$ cat src/rtl/image_ram_pkg.sv
// Shared definitions for the image RAM arbiter.
//   - Image geometry: 28x28 8-bit pixels, so 784 words are addressable.
//   - Default address and data widths.
//   - tag_e: identifies who owns a read slot as it travels down the
//     read-latency pipeline.
//   - served_e: which of the two shared requesters (NN or loader) was
//     served last, for round-robin.
package image_ram_pkg;

    localparam int IMG_SIDE   = 28;
    localparam int IMG_WORDS  = IMG_SIDE * IMG_SIDE;
    localparam int ADDR_W_DEF = 10;
    localparam int DATA_W_DEF = 8;

    typedef enum logic [1:0] {
        TAG_NONE = 2'd0,
        TAG_DISP = 2'd1,
        TAG_NN   = 2'd2
    } tag_e;

    typedef enum logic {
        SRV_NN = 1'b0,
        SRV_WR = 1'b1
    } served_e;

endpackage

$ cat src/rtl/image_ram_arbiter_rd_tag_pipe.sv
// rd_tag_pipe: carries the owner tag of each RAM slot (plus a "return zero"
// flag for out-of-range NN reads) alongside the RAM read latency, so the
// valid pulse for a read lines up with the cycle its data sits on ram_rdata.
//
// Ports:
//   clk, rst_n   clock and asynchronous active-low reset (clears all tags)
//   tag_in       owner of the slot being issued this cycle
//   zero_in      slot's read data must be presented as 0
//   disp_valid   registered: ram_rdata holds a display word this cycle
//   nn_rvalid    registered: ram_rdata holds the NN word this cycle
//   rd_zero      registered: the NN word of this cycle must be forced to 0
module rd_tag_pipe
    import image_ram_pkg::*;
#(
    parameter int RD_LAT = 1
) (
    input  logic clk,
    input  logic rst_n,
    input  tag_e tag_in,
    input  logic zero_in,
    output logic disp_valid,
    output logic nn_rvalid,
    output logic rd_zero
);

    tag_e stage_tag_d  [RD_LAT];
    tag_e stage_tag_q  [RD_LAT];
    logic stage_zero_d [RD_LAT];
    logic stage_zero_q [RD_LAT];

    logic disp_valid_d, disp_valid_q;
    logic nn_rvalid_d,  nn_rvalid_q;
    logic rd_zero_d,    rd_zero_q;

    always_comb begin
        stage_tag_d[0]  = tag_in;
        stage_zero_d[0] = zero_in;
        for (int i = 1; i < RD_LAT; i++) begin
            stage_tag_d[i]  = stage_tag_q[i-1];
            stage_zero_d[i] = stage_zero_q[i-1];
        end
        // The output flops are the final stage: stage 0 is loaded one cycle
        // after the request, the outputs RD_LAT cycles after that.
        disp_valid_d = (stage_tag_q[RD_LAT-1] == TAG_DISP);
        nn_rvalid_d  = (stage_tag_q[RD_LAT-1] == TAG_NN);
        rd_zero_d    = (stage_tag_q[RD_LAT-1] == TAG_NN) && stage_zero_q[RD_LAT-1];
    end

    always_ff @(posedge clk or negedge rst_n) begin
        if (!rst_n) begin
            for (int i = 0; i < RD_LAT; i++) begin
                stage_tag_q[i]  <= TAG_NONE;
                stage_zero_q[i] <= 1'b0;
            end
            disp_valid_q <= 1'b0;
            nn_rvalid_q  <= 1'b0;
            rd_zero_q    <= 1'b0;
        end else begin
            for (int i = 0; i < RD_LAT; i++) begin
                stage_tag_q[i]  <= stage_tag_d[i];
                stage_zero_q[i] <= stage_zero_d[i];
            end
            disp_valid_q <= disp_valid_d;
            nn_rvalid_q  <= nn_rvalid_d;
            rd_zero_q    <= rd_zero_d;
        end
    end

    assign disp_valid = disp_valid_q;
    assign nn_rvalid  = nn_rvalid_q;
    assign rd_zero    = rd_zero_q;

endmodule

$ cat src/rtl/image_ram_arbiter.sv
// image_ram_arbiter: shares one single-port 784-word image RAM between the
// display read path (absolute priority), the NN engine (reads) and the
// image loader (writes). NN and loader alternate round-robin on free slots.
//
// Ports:
//   CLOCK_50, RST_N             clock, asynchronous active-low reset
//   disp_en/disp_addr           display read request (may be high every cycle)
//   disp_valid                  ram_rdata holds a display word
//   nn_req/nn_addr, nn_gnt      NN read request (held until nn_gnt pulse)
//   nn_rvalid                   rd_data holds the NN word
//   wr_req/wr_addr/wr_data      loader write request (held until wr_gnt pulse)
//   wr_gnt                      write performed
//   err_addr/err_clr            sticky out-of-range flag and its clear
//   ram_addr/ram_we/ram_wdata   registered RAM command
//   ram_rdata                   RAM read data
//   rd_data                     ram_rdata, forced to 0 for out-of-range NN
//                               reads (a gate on the RAM's registered output)
module image_ram_arbiter
    import image_ram_pkg::tag_e, image_ram_pkg::TAG_NONE, image_ram_pkg::TAG_DISP,
           image_ram_pkg::TAG_NN, image_ram_pkg::served_e, image_ram_pkg::SRV_NN,
           image_ram_pkg::SRV_WR;
#(
    parameter int ADDR_W    = image_ram_pkg::ADDR_W_DEF,
    parameter int DATA_W    = image_ram_pkg::DATA_W_DEF,
    parameter int RD_LAT    = 1,
    parameter int IMG_WORDS = image_ram_pkg::IMG_WORDS
) (
    input  logic              CLOCK_50,
    input  logic              RST_N,
    input  logic              disp_en,
    input  logic [ADDR_W-1:0] disp_addr,
    output logic              disp_valid,
    input  logic              nn_req,
    input  logic [ADDR_W-1:0] nn_addr,
    output logic              nn_gnt,
    output logic              nn_rvalid,
    input  logic              wr_req,
    input  logic [ADDR_W-1:0] wr_addr,
    input  logic [DATA_W-1:0] wr_data,
    output logic              wr_gnt,
    output logic              err_addr,
    input  logic              err_clr,
    output logic [ADDR_W-1:0] ram_addr,
    output logic              ram_we,
    output logic [DATA_W-1:0] ram_wdata,
    input  logic [DATA_W-1:0] ram_rdata,
    output logic [DATA_W-1:0] rd_data
);

    localparam logic [ADDR_W-1:0] ADDR_LIMIT = ADDR_W'(IMG_WORDS);

    logic [ADDR_W-1:0] ram_addr_d,  ram_addr_q;
    logic              ram_we_d,    ram_we_q;
    logic [DATA_W-1:0] ram_wdata_d, ram_wdata_q;
    logic              nn_gnt_d,    nn_gnt_q;
    logic              wr_gnt_d,    wr_gnt_q;
    logic              err_d,       err_q;
    served_e           last_d,      last_q;

    tag_e tag_d;
    logic zero_d;
    logic err_set;
    logic nn_elig, wr_elig;
    logic disp_bad, nn_bad, wr_bad;
    logic rd_zero;

    always_comb begin
        // A request whose grant is showing this cycle is the one just served;
        // masking it prevents a second grant for the same held request.
        nn_elig  = nn_req && !nn_gnt_q;
        wr_elig  = wr_req && !wr_gnt_q;
        disp_bad = (disp_addr >= ADDR_LIMIT);
        nn_bad   = (nn_addr   >= ADDR_LIMIT);
        wr_bad   = (wr_addr   >= ADDR_LIMIT);

        ram_addr_d  = ram_addr_q;
        ram_we_d    = 1'b0;
        ram_wdata_d = ram_wdata_q;
        nn_gnt_d    = 1'b0;
        wr_gnt_d    = 1'b0;
        last_d      = last_q;
        tag_d       = TAG_NONE;
        zero_d      = 1'b0;
        err_set     = 1'b0;

        if (disp_en) begin
            // A bad display address consumes the slot but never touches the RAM.
            if (disp_bad) begin
                err_set = 1'b1;
            end else begin
                ram_addr_d = disp_addr;
                tag_d      = TAG_DISP;
            end
        end else if (nn_elig && (!wr_elig || last_q == SRV_WR)) begin
            ram_addr_d = nn_addr;
            nn_gnt_d   = 1'b1;
            last_d     = SRV_NN;
            tag_d      = TAG_NN;
            zero_d     = nn_bad;
            err_set    = nn_bad;
        end else if (wr_elig) begin
            ram_addr_d  = wr_addr;
            ram_we_d    = !wr_bad;
            ram_wdata_d = wr_data;
            wr_gnt_d    = 1'b1;
            last_d      = SRV_WR;
            err_set     = wr_bad;
        end

        // Set has priority over clear.
        err_d = err_set || (err_q && !err_clr);
    end

    always_ff @(posedge CLOCK_50 or negedge RST_N) begin
        if (!RST_N) begin
            ram_addr_q  <= '0;
            ram_we_q    <= 1'b0;
            ram_wdata_q <= '0;
            nn_gnt_q    <= 1'b0;
            wr_gnt_q    <= 1'b0;
            err_q       <= 1'b0;
            last_q      <= SRV_WR;
        end else begin
            ram_addr_q  <= ram_addr_d;
            ram_we_q    <= ram_we_d;
            ram_wdata_q <= ram_wdata_d;
            nn_gnt_q    <= nn_gnt_d;
            wr_gnt_q    <= wr_gnt_d;
            err_q       <= err_d;
            last_q      <= last_d;
        end
    end

    rd_tag_pipe #(
        .RD_LAT (RD_LAT)
    ) u_tag_pipe (
        .clk        (CLOCK_50),
        .rst_n      (RST_N),
        .tag_in     (tag_d),
        .zero_in    (zero_d),
        .disp_valid (disp_valid),
        .nn_rvalid  (nn_rvalid),
        .rd_zero    (rd_zero)
    );

    assign ram_addr  = ram_addr_q;
    assign ram_we    = ram_we_q;
    assign ram_wdata = ram_wdata_q;
    assign nn_gnt    = nn_gnt_q;
    assign wr_gnt    = wr_gnt_q;
    assign err_addr  = err_q;
    assign rd_data   = rd_zero ? '0 : ram_rdata;

endmodule

$ cat config.mk
export PLATFORM = sky130hd
export DESIGN_NAME = image_ram_arbiter
export DESIGN_NICKNAME = d
export VERILOG_FILES = /design/src/rtl/image_ram_pkg.sv /design/src/rtl/image_ram_arbiter_rd_tag_pipe.sv /design/src/rtl/image_ram_arbiter.sv
export SDC_FILE = /design/constraint.sdc
export NUM_CORES = 1
export LEC_CHECK = 0
export ABC_AREA = 0
export BUFFER_PORTS_ARGS = -buffer_cell sky130_fd_sc_hd__buf_4
export CAP_MARGIN = 20
export CELL_PAD_IN_SITES_DETAIL_PLACEMENT = 1
export CELL_PAD_IN_SITES_GLOBAL_PLACEMENT = 1
export CORE_ASPECT_RATIO = 0.9
export CORE_MARGIN = 2
export CORE_UTILIZATION = 33
export DETAILED_ROUTE_END_ITERATION = 8
export PLACE_DENSITY = 0.86
export SLEW_MARGIN = 20
export SYNTH_ARGS = -nofsm -noshare
export SYNTH_HDL_FRONTEND = slang
export SYNTH_HIERARCHICAL = 1
export SYNTH_SLANG_ARGS = --single-unit
export TNS_END_PERCENT = 20
$ cat constraint.sdc
create_clock -name CLOCK_50 -period 2.8 [get_ports CLOCK_50]
set_input_delay 0.14 -clock CLOCK_50 [delete_from_list [all_inputs] [get_ports CLOCK_50]]
set_output_delay 0.14 -clock CLOCK_50 [all_outputs]
set_load 0.1 [all_outputs]
==> summary.txt <==
Status
  • Status: complete, no violations

Logic synthesis
  • Cell variety after synth: 27
  • Sequential cell area fraction in the yosys report: between 50 and 60%
  • Number of storage elements in the synthesis netlist: 29
  • Synthesized area per cell: 11.91 um2
  • Net count of the mapped netlist: 163
  • Number of warnings reported in the yosys synthesis log: 6
  • Post-synthesis instance area: 0.001323 mm2
  • Mapped Cells: 111

Critical path
  • Largest stage delay, worst path: roughly 0.78 ns
  • Worst EP arrival: 2.08 ns
  • Setup crit end kind: flip-flop
  • Reg2reg end: ram_wdata[4]$_DFFE_PN0P_
  • Slack of the worst reg-to-reg path: ~0.88 ns
  • Cell class contributing the biggest share of worst-path delay: compound AO/OA/AOI/OAI gates
  • Number of cells traversed by the worst register-to-register path: 3
  • Startpoint-to-endpoint class of the critical path: flip-flop to flip-flop
  • Slowest-stage cell, CP: sky130_fd_sc_hd__a2111oi_4
  • Req. time, crit path: 2.96 ns
  • Startpoint type of the worst setup path: flip-flop
  • Buffers & Inverters on Critical Path: 0
  • Maximum net fanout on the critical path: 12
  • CP Cell Sequence: and2b_2 -> a2111oi_4 -> mux2_2
  • Worst setup path start: nn_gnt$_DFF_PN0_
  • Launching point of the worst reg2reg path: nn_gnt$_DFF_PN0_

Clock tree
  • CTS resizes: 0
  • Clock slew at reported path FFs: 0.06 ns
  • Level count of the clock H-tree: 2
  • TritonCTS Buffers: 5
  • Number of buffers between clock root and the deepest sink: 2
  • Clock insertion delay at the later pin of the skew report: 0.27 ns
  • Number of sinks handled by clock tree synthesis: 29
  • CTS tree: yes
  • Clock root buffer master: sky130_fd_sc_hd__clkbuf_8

Power
  • Sw power: around 0.8 mW
  • Sequential fraction of design power: a little under a third
  • Power Dens Cells: 813.3 mW/mm2
  • Switching portion of total power: 46.61%
  • Internal Pwr Total: between 0.8 and 0.9 mW
  • Post-layout power: 1.677 mW
  • Worst vdd rail ir drop: roughly 0.5 mV
  • Clock power share: 22.3%
  • Combinational group share of total power: 46.6%
  • Leak Pwr: between 1 and 1.5 nW

Finish
  • Utilization after layout: between 50% and 60%
  • Commonest cells after routing, fill and taps aside: sky130_fd_sc_hd__buf_4, sky130_fd_sc_hd__dfrtp_1, sky130_fd_sc_hd__nor2_1, sky130_fd_sc_hd__nor2b_1, sky130_fd_sc_hd__a21oi_1
  • Area Overhead vs Synth: 55.91%
  • Most common cell after layout, fill and taps aside: sky130_fd_sc_hd__buf_4
  • Share of layout cells above drive strength 1: 55.05%
  • Net total in the final layout: about 250
  • Max FFs per register: 10
  • Filler Cells Inserted: around 440
  • Antenna cell count: 0

Drt
  • Via count: between 1000 and 1500
  • DR vias/cell: ~5
  • Remaining routing DRC violations: 0
  • Detailed-route wire length: 4.017 mm
  • Routed length per instance: 16.46 um
  • First-pass detailed-route iteration total: 7
  • Violation count after the first detailed-route iteration: 61
  • Remaining antenna violation count: 0

STA
  • Worst rel slew slack: 46.75%
  • Achievable clock frequency: 519.7 MHz
  • Unrepaired setup endpoints after global routing: false
  • Number of failing hold endpoints at the final stage: 0
  • Final-report setup violation count: 0
  • Transition time of the tightest slew-check pin: 0.7987 ns
  • Clock period minus final worst setup slack: a little under 2 ns
  • Minimum hold slack: 0.09556 ns
  • Final period util: 68.72%
  • Setup TNS: 0 ns
  • Number of pins with negative max-slew slack in the final report: 0
  • Max Clock Skew: 0.002303 ns

Floorplan
  • Boundary Pins: 84
  • Die height: 64.06 um
  • Initial standard-cell utilization of the core: a little over a third
  • Core footprint: 0.003784 mm2
  • Cell Rows: 21
  • Floorplan die width: 70.73 um
  • Die outline area: about 0.0045 mm2

Worst hold path
  • Hold Path Class: primary input to flip-flop
  • Hold-critical path depth: 2
  • Endpoint, Worst Hold: ram_wdata[7]$_DFFE_PN0P_
  • Hold path start: wr_data[7]

GRT
  • Pin count of the biggest net entering global routing: 30
  • Number of global-route vias before repair: about 1300
  • Fraction of met2 tracks used by global routing: 32.36%
  • Met1 track demand over resource: between 10% and 20%
  • First-pass GRT wire length: around 6.3 mm
  • GRT Residual Overflow: 0
  • Most congested layer reported by global routing: met2
  • Initial antenna violation count: 0
  • GRT Resource Usage Total: 18.02%
  • Met3 track utilization from global routing: under 10%

Placement
  • GPL Wtd Cong: 0.8153
  • Dpl hpwl: around 3.2 mm
  • Number of input and output port buffers inserted: 83

Job
  • Max-capacitance violation count: 0
-- how the worst max path moves through the flow --
stage,endpoint,cells past startpoint,slack (ns)
after floorplan,ram_wdata[2]$_DFFE_PN0P_,4,0.51
after global placement,ram_wdata[4]$_DFFE_PN0P_,3,0.98
after detailed placement,ram_wdata[0]$_DFFE_PN0P_,3,0.86
after CTS,ram_wdata[3]$_DFFE_PN0P_,3,0.85
after global routing,ram_wdata[3]$_DFFE_PN0P_,3,0.78
final,ram_wdata[4]$_DFFE_PN0P_,3,0.88
-- per-layer routing --
metal,vias to the layer above,share of wire [%]
met4,0,1.7
met1,612,37
met3,6,7.4
met2,54,54
li1,580,-
met5,-,0
-- cells in the mapped netlist --
library cell                count  share of area [%]
sky130_fd_sc_hd__a2111oi_4      1                2.1
sky130_fd_sc_hd__a21o_2         1               0.66
sky130_fd_sc_hd__a21oi_1        9                3.4
sky130_fd_sc_hd__a21oi_2        1               0.66
sky130_fd_sc_hd__a222oi_1       8                6.1
sky130_fd_sc_hd__a22oi_1        2                1.1
sky130_fd_sc_hd__a31oi_1        2               0.95
sky130_fd_sc_hd__and2b_2        3                2.0
sky130_fd_sc_hd__and3_4         1               0.85
sky130_fd_sc_hd__and3b_2        1               0.76
sky130_fd_sc_hd__buf_2          1               0.38
sky130_fd_sc_hd__buf_6          3                2.6
sky130_fd_sc_hd__clkbuf_8       1                1.0
sky130_fd_sc_hd__dfrtp_1       28                 53
sky130_fd_sc_hd__dfstp_2        1                2.0
sky130_fd_sc_hd__inv_1          2               0.57
sky130_fd_sc_hd__mux2_2         8                6.8
sky130_fd_sc_hd__nand2_1        5                1.4
sky130_fd_sc_hd__nand3_1        1               0.38
sky130_fd_sc_hd__nor2_1        14                4.0
sky130_fd_sc_hd__nor2b_1       11                5.2
sky130_fd_sc_hd__nor4_1         2               0.95
sky130_fd_sc_hd__o211ai_1       1               0.57
sky130_fd_sc_hd__o21ai_1        1               0.38
sky130_fd_sc_hd__o32a_1         1               0.76
sky130_fd_sc_hd__o41ai_1        1               0.66
sky130_fd_sc_hd__or3b_4         1               0.85
-- layout make-up --
| cell class | instances | area (um2) | share of cell area (%) |
|---|---|---|---|
| Inverter | 2 | 7.507 | 0.3641 |
| Multi-Input combinational cell | 75 | 535.5 | 25.97 |
| Clock inverter | 1 | 5.005 | 0.2427 |
| Timing Repair Buffer | 84 | 633.1 | 30.70 |
| Clock buffer | 7 | 96.34 | 4.672 |
| Tap cell | 46 | 57.56 | 2.791 |
| Sequential cell | 29 | 726.9 | 35.25 |
-- cells by family after synthesis --
family                 synth area share [%]
AOI/OAI and AO/OA                     17.31
buffers and inverters                 4.541
muxes                                 6.812
and+or+nand+nor                       16.37
DFF                                   54.97
-- worst register-to-register path, stage by stage, from the launching register on --
cell and delay, ns:
sky130_fd_sc_hd__dfrtp_1 0.34, sky130_fd_sc_hd__and2b_2 0.27, sky130_fd_sc_hd__a2111oi_4 0.78, sky130_fd_sc_hd__mux2_2 0.41
-- power by group through the flow --
stage / logic, mW / registers (mW) / clock network (mW)
final: 0.782 / 0.521 / 0.374
after global routing: 0.809 / 0.531 / 0.408
after CTS: 0.787 / 0.522 / 0.388
after detailed placement: 0.784 / 0.529 / 0
after global placement: 0.772 / 0.525 / 0
after floorplan: 0.159 / 0.952 / 0
-- repair_timing --
| item | in CTS | in global routing |
|---|---|---|
| endpoints found under the hold margin | 28 | 0 |
| buffers inserted | 0 | 0 |
| hold buffers | 1 | 0 |
-- through the flow --
| step | setup slack [ns] | instances | instance area, um2 |
|---|---|---|---|
| after global placement | 0.9817 | 235 | 1951 |
| after CTS | 0.8461 | 244 | 2062 |
| after global routing | 0.7814 | 244 | 2062 |
| final | 0.8757 | 244 | 2062 |
| after detailed placement | 0.8645 | 235 | 1951 |
| after floorplan | 0.5130 | 111 | 1323 |
No activity file was read; power rests on OpenSTA's default activity.
